## src/rtl/alu_serial_issue_if.sv

```systemverilog
// Request/response bundle for the nibble-serial ALU.
// slave: the ALU side; master: the issuing controller side.
interface alu_serial_issue_if #(
    parameter int WIDTH = 8
);
    logic             in_valid;
    logic             in_ready;
    logic [WIDTH-1:0] in_a;
    logic [WIDTH-1:0] in_b;
    logic [2:0]       in_opt;
    logic             out_valid;
    logic             out_ready;
    logic [WIDTH-1:0] out_result;
    logic             out_carry;
    logic             out_overflow;
    logic             out_zero;
    logic             out_less;
    logic             out_equal;

    modport slave (
        input  in_valid, in_a, in_b, in_opt, out_ready,
        output in_ready, out_valid, out_result,
               out_carry, out_overflow, out_zero, out_less, out_equal
    );

    modport master (
        output in_valid, in_a, in_b, in_opt, out_ready,
        input  in_ready, out_valid, out_result,
               out_carry, out_overflow, out_zero, out_less, out_equal
    );
endinterface

```

## src/rtl/alu_serial_issue.sv

```systemverilog
// Multi-cycle signed ALU: processes WIDTH-bit operands one nibble per
// cycle, LSB first, with a carry register chaining the nibbles.
module alu_serial_issue #(
    parameter int WIDTH = 8
) (
    input logic               clk,
    input logic               rst_n,
    alu_serial_issue_if.slave bus
);
    localparam int NIB = WIDTH / 4;
    localparam int CW  = (NIB > 1) ? $clog2(NIB) : 1;
    localparam logic [CW-1:0] LAST = CW'(NIB - 1);

    localparam logic [1:0] IDLE = 2'd0;
    localparam logic [1:0] BUSY = 2'd1;
    localparam logic [1:0] DONE = 2'd2;

    localparam logic [2:0] OP_ADD = 3'b000;
    localparam logic [2:0] OP_SUB = 3'b001;
    localparam logic [2:0] OP_NOT = 3'b010;
    localparam logic [2:0] OP_AND = 3'b011;
    localparam logic [2:0] OP_OR  = 3'b100;
    localparam logic [2:0] OP_XOR = 3'b101;
    localparam logic [2:0] OP_LT  = 3'b110;
    localparam logic [2:0] OP_EQ  = 3'b111;

    logic [1:0]       state_q, state_d;
    logic [WIDTH-1:0] a_q, a_d, b_q, b_d, res_q, res_d;
    logic [2:0]       opt_q, opt_d;
    logic [CW-1:0]    cnt_q, cnt_d;
    logic             c_q, c_d;
    logic             carry_q, carry_d, ovf_q, ovf_d, zero_q, zero_d;
    logic             less_q, less_d, equal_q, equal_d;

    logic [3:0] a_nib, b_nib, b_eff, r_nib;
    logic [4:0] sum;
    logic       is_sub, is_arith, ovf_add, ovf_sub, res_zero;

    // Next-state, per-nibble datapath and flag evaluation on the last nibble
    always_comb begin
        state_d = state_q;
        a_d     = a_q;
        b_d     = b_q;
        opt_d   = opt_q;
        cnt_d   = cnt_q;
        c_d     = c_q;
        res_d   = res_q;
        carry_d = carry_q;
        ovf_d   = ovf_q;
        zero_d  = zero_q;
        less_d  = less_q;
        equal_d = equal_q;

        is_sub   = (opt_q == OP_SUB) || (opt_q == OP_LT) || (opt_q == OP_EQ);
        is_arith = is_sub || (opt_q == OP_ADD);
        a_nib    = a_q[{cnt_q, 2'b00} +: 4];
        b_nib    = b_q[{cnt_q, 2'b00} +: 4];
        b_eff    = is_sub ? ~b_nib : b_nib;
        sum      = {1'b0, a_nib} + {1'b0, b_eff} + {4'b0000, c_q};

        case (opt_q)
            OP_NOT:  r_nib = ~a_nib;
            OP_AND:  r_nib = a_nib & b_nib;
            OP_OR:   r_nib = a_nib | b_nib;
            OP_XOR:  r_nib = a_nib ^ b_nib;
            default: r_nib = sum[3:0];
        endcase

        ovf_add  = 1'b0;
        ovf_sub  = 1'b0;
        res_zero = 1'b0;

        case (state_q)
            IDLE: begin
                if (bus.in_valid) begin
                    a_d     = bus.in_a;
                    b_d     = bus.in_b;
                    opt_d   = bus.in_opt;
                    cnt_d   = '0;
                    c_d     = (bus.in_opt == OP_SUB) || (bus.in_opt == OP_LT) ||
                              (bus.in_opt == OP_EQ);
                    state_d = BUSY;
                end
            end
            BUSY: begin
                res_d[{cnt_q, 2'b00} +: 4] = r_nib;
                c_d = is_arith ? sum[4] : 1'b0;
                // Flags are evaluated from the fully assembled result,
                // i.e. including the nibble written on this same edge.
                if (cnt_q == LAST) begin
                    ovf_add  = (a_q[WIDTH-1] == b_q[WIDTH-1]) && (res_d[WIDTH-1] != a_q[WIDTH-1]);
                    ovf_sub  = (a_q[WIDTH-1] != b_q[WIDTH-1]) && (res_d[WIDTH-1] != a_q[WIDTH-1]);
                    res_zero = (res_d == '0);
                    carry_d  = is_arith ? sum[4] : 1'b0;
                    ovf_d    = (opt_q == OP_ADD) ? ovf_add : (is_sub ? ovf_sub : 1'b0);
                    zero_d   = (opt_q == OP_EQ) ? 1'b0 : res_zero;
                    less_d   = (opt_q == OP_LT) ? (ovf_sub ^ res_d[WIDTH-1]) : 1'b0;
                    equal_d  = (opt_q == OP_EQ) ? res_zero : 1'b0;
                    state_d  = DONE;
                end else begin
                    cnt_d = cnt_q + 1'b1;
                end
            end
            DONE: begin
                if (bus.out_ready) begin
                    state_d = IDLE;
                end
            end
            default: state_d = IDLE;
        endcase
    end

    // State, operand, result and flag registers
    always_ff @(posedge clk or negedge rst_n) begin
        if (!rst_n) begin
            state_q <= IDLE;
            a_q     <= '0;
            b_q     <= '0;
            opt_q   <= '0;
            cnt_q   <= '0;
            c_q     <= 1'b0;
            res_q   <= '0;
            carry_q <= 1'b0;
            ovf_q   <= 1'b0;
            zero_q  <= 1'b0;
            less_q  <= 1'b0;
            equal_q <= 1'b0;
        end else begin
            state_q <= state_d;
            a_q     <= a_d;
            b_q     <= b_d;
            opt_q   <= opt_d;
            cnt_q   <= cnt_d;
            c_q     <= c_d;
            res_q   <= res_d;
            carry_q <= carry_d;
            ovf_q   <= ovf_d;
            zero_q  <= zero_d;
            less_q  <= less_d;
            equal_q <= equal_d;
        end
    end

    assign bus.in_ready     = (state_q == IDLE);
    assign bus.out_valid    = (state_q == DONE);
    assign bus.out_result   = res_q;
    assign bus.out_carry    = carry_q;
    assign bus.out_overflow = ovf_q;
    assign bus.out_zero     = zero_q;
    assign bus.out_less     = less_q;
    assign bus.out_equal    = equal_q;
endmodule

```

## src/flat_wrapper.sv

```systemverilog
// flat-port wrapper written by rule: the top's interface ports become plain ports
module alu_serial_issue_flat 
#(
    parameter int WIDTH = 8
)
  (clk, rst_n, bus_in_valid, bus_in_a, bus_in_b, bus_in_opt, bus_out_ready, bus_in_ready, bus_out_valid, bus_out_result, bus_out_carry, bus_out_overflow, bus_out_zero, bus_out_less, bus_out_equal);
  alu_serial_issue_if #(.WIDTH(WIDTH)) bus_i ();
  input logic clk;
  input logic rst_n;
  input wire logic [$bits(bus_i.in_valid)-1:0] bus_in_valid;
  input wire logic [$bits(bus_i.in_a)-1:0] bus_in_a;
  input wire logic [$bits(bus_i.in_b)-1:0] bus_in_b;
  input wire logic [$bits(bus_i.in_opt)-1:0] bus_in_opt;
  input wire logic [$bits(bus_i.out_ready)-1:0] bus_out_ready;
  output wire logic [$bits(bus_i.in_ready)-1:0] bus_in_ready;
  output wire logic [$bits(bus_i.out_valid)-1:0] bus_out_valid;
  output wire logic [$bits(bus_i.out_result)-1:0] bus_out_result;
  output wire logic [$bits(bus_i.out_carry)-1:0] bus_out_carry;
  output wire logic [$bits(bus_i.out_overflow)-1:0] bus_out_overflow;
  output wire logic [$bits(bus_i.out_zero)-1:0] bus_out_zero;
  output wire logic [$bits(bus_i.out_less)-1:0] bus_out_less;
  output wire logic [$bits(bus_i.out_equal)-1:0] bus_out_equal;
  assign bus_i.in_valid = bus_in_valid;
  assign bus_i.in_a = bus_in_a;
  assign bus_i.in_b = bus_in_b;
  assign bus_i.in_opt = bus_in_opt;
  assign bus_i.out_ready = bus_out_ready;
  assign bus_in_ready = bus_i.in_ready;
  assign bus_out_valid = bus_i.out_valid;
  assign bus_out_result = bus_i.out_result;
  assign bus_out_carry = bus_i.out_carry;
  assign bus_out_overflow = bus_i.out_overflow;
  assign bus_out_zero = bus_i.out_zero;
  assign bus_out_less = bus_i.out_less;
  assign bus_out_equal = bus_i.out_equal;
  alu_serial_issue #(.WIDTH(WIDTH)) u_core (.clk(clk), .rst_n(rst_n), .bus(bus_i));
endmodule
```

## config.mk

```make
export PLATFORM = sky130hd
export DESIGN_NAME = alu_serial_issue_flat
export DESIGN_NICKNAME = d
export VERILOG_FILES = /design/src/rtl/alu_serial_issue_if.sv /design/src/rtl/alu_serial_issue.sv /design/src/flat_wrapper.sv
export SDC_FILE = /design/constraint.sdc
export NUM_CORES = 1
export LEC_CHECK = 0
export ABC_AREA = 1
export CORE_MARGIN = 10
export CORE_UTILIZATION = 48
export CTS_CLUSTER_DIAMETER = 50
export DETAILED_ROUTE_END_ITERATION = 8
export PLACE_DENSITY_LB_ADDON = 0.05
export SYNTH_ARGS = -nofsm -noshare
export SYNTH_HDL_FRONTEND = slang
export SYNTH_SLANG_ARGS = --single-unit
export TNS_END_PERCENT = 50
```

## constraint.sdc

```tcl
create_clock -name clk -period 2.7 [get_ports clk]
set_input_delay 0.54 -clock clk [delete_from_list [all_inputs] [get_ports clk]]
set_output_delay 0.54 -clock clk [all_outputs]
set_load 0.02 [all_outputs]
```

# Yosys cells after proc, flatten, opt, wreduce, memory -nomap -nowiden
# Index checks and enable logic that the tools add are counted.
[classes] addsub=4 n_mul=0 div=0 order_cmp=0 eq_ne=18 n_shift=4 muxes=18 bitwise=6 reduce_logical=15
[op_table] op="3-bit == test, second input constant" n=6
[op_table] op="4-bit case mux with 4 select lines" n=1
[op_table] op="8-bit by 4-bit indexed part select with 4-bit output" n=2
[op_table] op="1-bit two-way mux" n=9
[op_table] op="8-bit bitwise mux" n=1
[op_table] op="8-bit logical NOT" n=1
[op_table] op="4-bit inverter" n=2
[op_table] op="4-bit by 5-bit variable shift with 8-bit output, first input constant" n=1
[op_table] op="4-bit by 5-bit indexed part select with 8-bit output" n=1
[op_table] op="3-bit by 1-bit == test with 1-bit output, second input constant" n=2
[op_table] op="3-bit by 2-bit == test with 1-bit output, second input constant" n=2
[op_table] op="2-bit two-way mux" n=3
[op_table] op="2-bit case mux with 3 select lines" n=1
[op_table] op="2-bit AND reduction" n=3
[op_table] op="4-bit by 4-bit adder with 5-bit output" n=1
[op_table] op="5-bit by 1-bit adder with 5-bit output" n=1
[op_table] op="1-bit logical OR" n=5
[op_table] op="3-bit negation with 5-bit output" n=1
[op_table] op="4-bit bitwise AND" n=1
[op_table] op="4-bit two-way mux" n=1
[op_table] op="2-bit inequality test, second input constant" n=2
[op_table] op="4-bit OR" n=1
[op_table] op="1-bit case mux with 2 select lines" n=2
[op_table] op="4-bit XOR" n=1
[op_table] op="12 further kinds" n=14
[word_totals] ff_bits=36 latch_bits=0 ramBits=0 mem_bits_ro=0 wordCells=77 mem_count=0

# Logic depth before layout (Yosys ltp)
[logic_depth] depth_word=13 depth_mapped=18 ltp_nobuf=17

# Worst setup path before layout
# Ideal clock, no wire load.
[synth_timing] path_kind="flip-flop to flip-flop" start="reg u_core.cnt_q" end="reg u_core.equal_q (netlist: u_core.bus.out_equal)" setup_time_ps=117 t_arrival_ps=2519 required_time_ps=2583 slack_ps=63 stages_incl_launch_ff=15 n_path_buf=2 cell_sequence="dfrtp_1 > buf_6 > buf_6 > o21ai_0 > xor2_1 > fa_1 > inv_1 > fa_1 > inv_1 > nand2_1 > and3_1 > nand3_1 > nand2_1 > nand3_1 > nand2_1"
[synth_between] elab_chain_cells=10 word_cells_on_any_way=18 cone_classes="add/sub: 3; shift: 4; mux: 4; bitwise: 5; reduce/logical: 2"
[synth_rtl] element="start, declared" line="alu_serial_issue.sv:30" source="logic [CW-1:0] cnt_q, cnt_d;"
[synth_rtl] element="start signal, assigned" line="alu_serial_issue.sv:133" source="cnt_q <= cnt_d;"
[synth_rtl] element="8-bit by 4-bit indexed part select with 4-bit output" line="alu_serial_issue.sv:57" source="b_nib = b_q[{cnt_q, 2'b00} +: 4];"
[synth_rtl] element="4-bit inverter" line="alu_serial_issue.sv:58" source="b_eff = is_sub ? ~b_nib : b_nib;"
[synth_rtl] element="4-bit two-way mux" line="alu_serial_issue.sv:58"
[synth_rtl] element="4-bit by 4-bit adder with 5-bit output" line="alu_serial_issue.sv:59" source="sum = {1'b0, a_nib} + {1'b0, b_eff} + {4'b0000, c_q};"
[synth_rtl] element="5-bit by 1-bit adder with 5-bit output" line="alu_serial_issue.sv:59"
[synth_rtl] element="4-bit case mux with 4 select lines" line="alu_serial_issue.sv:61" source="case (opt_q)"
[synth_rtl] element="4-bit by 5-bit indexed part select with 8-bit output" line="alu_serial_issue.sv:86" source="res_d[{cnt_q, 2'b00} +: 4] = r_nib;"
[synth_rtl] element="8-bit bitwise mux" line="alu_serial_issue.sv:86"
[synth_rtl] element="8-bit logical NOT" line="alu_serial_issue.sv:93" source="res_zero = (res_d == '0);"
[synth_rtl] element="1-bit two-way mux" line="alu_serial_issue.sv:98" source="equal_d = (opt_q == OP_EQ) ? res_zero : 1'b0;"
[synth_rtl] element="end signal, assigned" line="alu_serial_issue.sv:140" source="equal_q <= equal_d;"
[synth_rtl] element="end, declared" line="alu_serial_issue.sv:33" source="logic less_q, less_d, equal_q, equal_d;"
# Several ways; a longest one is shown, not always the timed one.
# A chain may end at the register's enable or synchronous reset.

# Final worst setup path
[layout_timing] start="reg u_core.cnt_q" end="reg u_core.zero_q (netlist: u_core.bus.out_zero)"
[layout_between] elab_chain_cells=10 word_cells_on_any_way=18 cone_classes="add/sub: 3; shift: 4; mux: 4; bitwise: 5; reduce/logical: 2"
[layout_rtl] element="8-bit by 4-bit indexed part select with 4-bit output" line="alu_serial_issue.sv:57"
[layout_rtl] element="4-bit inverter" line="alu_serial_issue.sv:58"
[layout_rtl] element="4-bit two-way mux" line="alu_serial_issue.sv:58"
[layout_rtl] element="4-bit by 4-bit adder with 5-bit output" line="alu_serial_issue.sv:59"
[layout_rtl] element="5-bit by 1-bit adder with 5-bit output" line="alu_serial_issue.sv:59"
[layout_rtl] element="4-bit case mux with 4 select lines" line="alu_serial_issue.sv:61"
[layout_rtl] element="4-bit by 5-bit indexed part select with 8-bit output" line="alu_serial_issue.sv:86"
[layout_rtl] element="8-bit bitwise mux" line="alu_serial_issue.sv:86"
[layout_rtl] element="8-bit logical NOT" line="alu_serial_issue.sv:93"
[layout_rtl] element="1-bit two-way mux" line="alu_serial_issue.sv:96" source="zero_d = (opt_q == OP_EQ) ? 1'b0 : res_zero;"
[layout_rtl] element="end signal, assigned" line="alu_serial_issue.sv:138" source="zero_q <= zero_d;"
[layout_rtl] element="end, declared" line="alu_serial_issue.sv:32" source="logic carry_q, carry_d, ovf_q, ovf_d, zero_q, zero_d;"
# Several ways; a longest one is shown, not always the timed one.

==> tab_implementation.tex <==
\begin{tabular}{lr}
\hline
Metric & Value \\
\hline
\multicolumn{2}{l}{\textbf{Logic synthesis}} \\
Count of unique library cells instantiated by Yosys & 36 \\
Average footprint of a synthesized cell & 7.654 um\^{}2 \\
Number of instances in the synthesized netlist & about 300 \\
Fraction of synthesized cell area taken by the top area cell type & 0.3950 \\
Number of enable-type register cells in the synthesized netlist & 0 \\
Fraction of the yosys area taken by sequential cells & 0.3950 \\
Number of register bits inferred by synthesis & 36 \\
Parity-gate share of the synthesized area counting xor and xnor cells & 0.01920 \\
Post-synth top area cell & dfrtp\_1 \\
Ys Warns & 0 \\
Share of the synthesized area in compound gates (AO/OA/AOI/OAI) & 0.07131 \\
Simple-Gate Fraction of Synth Area & 0.3335 \\
Syn Nets & about 340 \\
Top area cells in the synthesized netlist & dfrtp\_1 (39\%), nand2\_1 (16\%), ha\_1 (6.6\%) \\
Share of async-settable or async-resettable flops after synthesis & 1.000 \\
Largest family of logic cells by synthesized area & simple AND/OR/NAND/NOR gates \\
Mux contribution to synthesized area & 0.009874 \\
Post-synthesis share of cell area spent on full adders, half adders and majority gates & 0.08338 \\
Main flop type after synthesis & dfrtp\_1 \\
Total standard cell area after synthesis & roughly 2300 um\^{}2 \\
\multicolumn{2}{l}{\textbf{Placed design}} \\
Final Wtd Congestion & 0.8999 \\
Post-placement worst setup slack & approximately 0.027 ns \\
IO buf count & 37 \\
Placed wire-length estimate & $\sim$4200 um \\
\multicolumn{2}{l}{\textbf{Worst setup path}} \\
Setup CP Type & flip-flop to flip-flop \\
Worst flop-to-flop path startpoint & u\_core.cnt\_q\$\_DFFE\_PN0P\_ \\
Critical path startpoint category & flip-flop \\
Destination of the worst register-to-register timing path & u\_core.bus.out\_zero\$\_DFFE\_PN0P\_ \\
Critical path origin & u\_core.cnt\_q\$\_DFFE\_PN0P\_ \\
Register-to-Register Setup Slack & around 0.15 ns \\
Arrival time reported for the critical path endpoint & approximately 2.8 ns \\
Highest net fanout along the worst path & 7 \\
Endpoint required time on the critical path & between 2 and 3 ns \\
Reg2Reg Depth & 15 \\
Crit. End Element & flip-flop \\
Critical path capture point & u\_core.bus.out\_zero\$\_DFFE\_PN0P\_ \\
\multicolumn{2}{l}{\textbf{Timing}} \\
Period utilisation layout & 0.9426 \\
Worst slew margin & 0.4824 \\
Clock skew after layout & between 0.006 and 0.007 ns \\
Achievable frequency & 392.9 MHz \\
Actual transition at the worst max-transition pin & roughly 0.78 ns \\
Worst setup margin & between 0.15 and 0.2 ns \\
Final setup violation count & 0 \\
Final hold violation count & 0 \\
Final-report max-slew violation count & 0 \\
Period minus WS final & 2.545 ns \\
\multicolumn{2}{l}{\textbf{CTS}} \\
TritonCTS clock tree & done \\
Clock transition time at the flip-flop clock pins of the worst setup and hold paths & about 0.07 ns \\
Hold buffer count at CTS & 0 \\
TritonCTS buffer count & 5 \\
Total number of H-tree levels & 2 \\
Num Clock Sinks & 36 \\
Clock Path Buffers & 2 \\
Root cell of the clock tree & clkbuf\_8 \\
Clk Latency, worst-skew pair & a little under 0.3 ns \\
\multicolumn{2}{l}{\textbf{Status}} \\
Outcome & finished, final reports clean \\
\multicolumn{2}{l}{\textbf{GRT}} \\
Number of antenna violations at the first check in global routing & 0 \\
GR Overflow Total & 0 \\
Maximum number of pins on one net before global-route repair & 37 \\
Total GRT Usage & 0.1496 \\
First-pass GRT wire length & 9425 um \\
Number of global-route vias before repair & 1,998 \\
\multicolumn{2}{l}{\textbf{Drt}} \\
First drt pass iteration count & 4 \\
Via-per-instance ratio & 5.060 \\
Remaining antenna violation count after routing & 0 \\
Residual DRC & 0 \\
Starting DRC count in detailed routing & 147 \\
Total detailed-routing wirelength & approximately 5600 um \\
Average detailed-routed wire length per instance & between 10 and 15 um \\
Via count of the routed design & between 2,000 and 2,500 \\
\multicolumn{2}{l}{\textbf{Floorplanning}} \\
Total number of placement rows & 25 \\
Initial Utilization & 0.4894 \\
Boundary Pins & 38 \\
Placeable core region & approximately 4700 um\^{}2 \\
Die area & 7909 um\^{}2 \\
Die Y-Extent & about 90 um \\
Overall die width & 88.94 um \\
\multicolumn{2}{l}{\textbf{Final layout}} \\
Antenna fix cells & 0 \\
Layout overhead on the synthesized area & 29.07\% \\
Layout cell share with drive strength beyond 1 & 0.1810 \\
Number of nets in the final layout & between 300 and 400 \\
\multicolumn{2}{l}{\textbf{Min path}} \\
Type of the most critical hold path & input port to async pin \\
\multicolumn{2}{l}{\textbf{Flow run}} \\
Number of max-cap violations & 0 \\
\hline
\end{tabular}
-- per-layer routing --
metal / part of all wire / track usage / up-vias
met1: 0.44 / 0.1867 / 952
met3: 0.038 / 0.03282 / 9
met4: 0.017 / 0.03613 / 0
met2: 0.50 / 0.2560 / 42
li1: - / - / 1031
met5: 0 / 0 / -
-- worst max-delay path: stages, from the launching register on --
cell	delay [ns]
dfrtp_2	0.42
inv_2	0.07
buf_4	0.16
or2_2	0.28
o21ai_2	0.12
xor2_2	0.21
inv_1	0.08
fa_2	0.38
xnor2_2	0.15
nand2_2	0.07
nand3_2	0.10
nor2_1	0.13
nand3_1	0.08
nand2_1	0.08
nand3_1	0.08
nand2_1	0.07
-- final cells by class --
cell class,count,area [um^2]
flip-flops and latches,36,903.4
repair buffers,52,478.0
clock buffers,7,76.32
clock inverters,1,8.758
inverters,36,137.6
well taps,54,67.56
fillers,449,1717
multi-input cells,216,1272
-- placed cells by master (no fill, tap or decap), types with 2 or more instances in the layout --
cell type        Yosys  final
dfrtp_1             36     34
nand4_1              9      9
o21ai_1              2      4
clkbuf_1             3      2
nor2_1              20     20
xor2_2               0      2
inv_2                3      4
or2_2                5      4
nand2_4              4      4
clkdlybuf4s50_1      0     36
clkbuf_8             0      5
o21a_1               2      2
ha_1                12     10
buf_4                3     15
inv_1               33     31
mux2_2               2      2
fa_2                 0      2
ha_4                 0      2
nand2_1             99     98
nand3_1              9      9
a21oi_1              4      4
nor3_1               4      4
nor2_2               4      4
nand3b_1             5      5
nand2_2              5      6
o21ai_0             14     11
dfrtp_2              0      2
-- Yosys cell counts, types with 2 or more instances --
master / count
inv_2: 3
nand3b_1: 5
nand2_1: 99
buf_4: 3
nand3_1: 9
or2_2: 5
o21ai_1: 2
nor3_1: 4
ha_1: 12
clkbuf_1: 3
nand4_1: 9
o21a_1: 2
a21oi_1: 4
nor2_1: 20
nor2_2: 4
dfrtp_1: 36
nand2_4: 4
nand2_2: 5
xor2_1: 4
fa_1: 2
buf_6: 2
o21ai_0: 14
inv_1: 33
mux2_2: 2
-- logic make-up (layout without fill, tap and decap cells) --
| kind of cell | after synthesis | in the layout |
|---|---|---|
| DFF | 36 | 36 |
| xor gates and xnor gates | 5 | 5 |
| buffers and inverters | 46 | 96 |
| muxes | 2 | 2 |
| AOI/OAI and AO/OA | 28 | 28 |
| adders and majority gates | 14 | 14 |
| and+or+nand+nor | 167 | 167 |
-- sequential cells by signal (all words and copies together), names as in the netlist, 2 cells and up --
| register | count |
|---|---|
| u_core.a_q | 8 |
| u_core.b_q | 8 |
| u_core.bus.out_result | 8 |
| u_core.opt_q | 3 |
| u_core.state_q | 2 |
-- through the flow --
step	hold WS (ns)	util	TNS [ns]	cells	cell area (um^2)
after floorplan	0.2444	-	0	298	2281
after global placement	0.4659	0.5844	0	389	2724
after detailed placement	0.4645	0.5844	0	389	2724
after CTS	0.3692	0.6027	0	397	2809
after global routing	0.3912	0.6317	-0.1469	402	2944
final	0.3271	0.6317	0	402	2944
-- repair_timing --
item / CTS / global route
hold endpoints to repair: 0 / 0
setup buffers: 0 / 5
gates resized for setup: 0 / 22
endpoints found under the setup margin: 0 / 7
-- worst min-delay path by stage --
stage	startpoint	end	slack, ns	cells past startpoint
final	rst_n	u_core.b_q[2]$_DFFE_PN0P_	0.33	1
after global routing	rst_n	u_core.b_q[3]$_DFFE_PN0P_	0.39	1
after CTS	rst_n	u_core.bus.out_result[7]$_DFFE_PN0P_	0.37	1
after detailed placement	u_core.bus.out_equal$_DFFE_PN0P_	u_core.bus.out_equal$_DFFE_PN0P_	0.46	2
after global placement	u_core.bus.out_less$_DFFE_PN0P_	u_core.bus.out_less$_DFFE_PN0P_	0.47	2
after floorplan	rst_n	u_core.a_q[0]$_DFFE_PN0P_	0.24	0
Power is left out: the tool's default activity adds up to more than one toggle a clock period on the data nets, which glitch-free logic cannot reach.
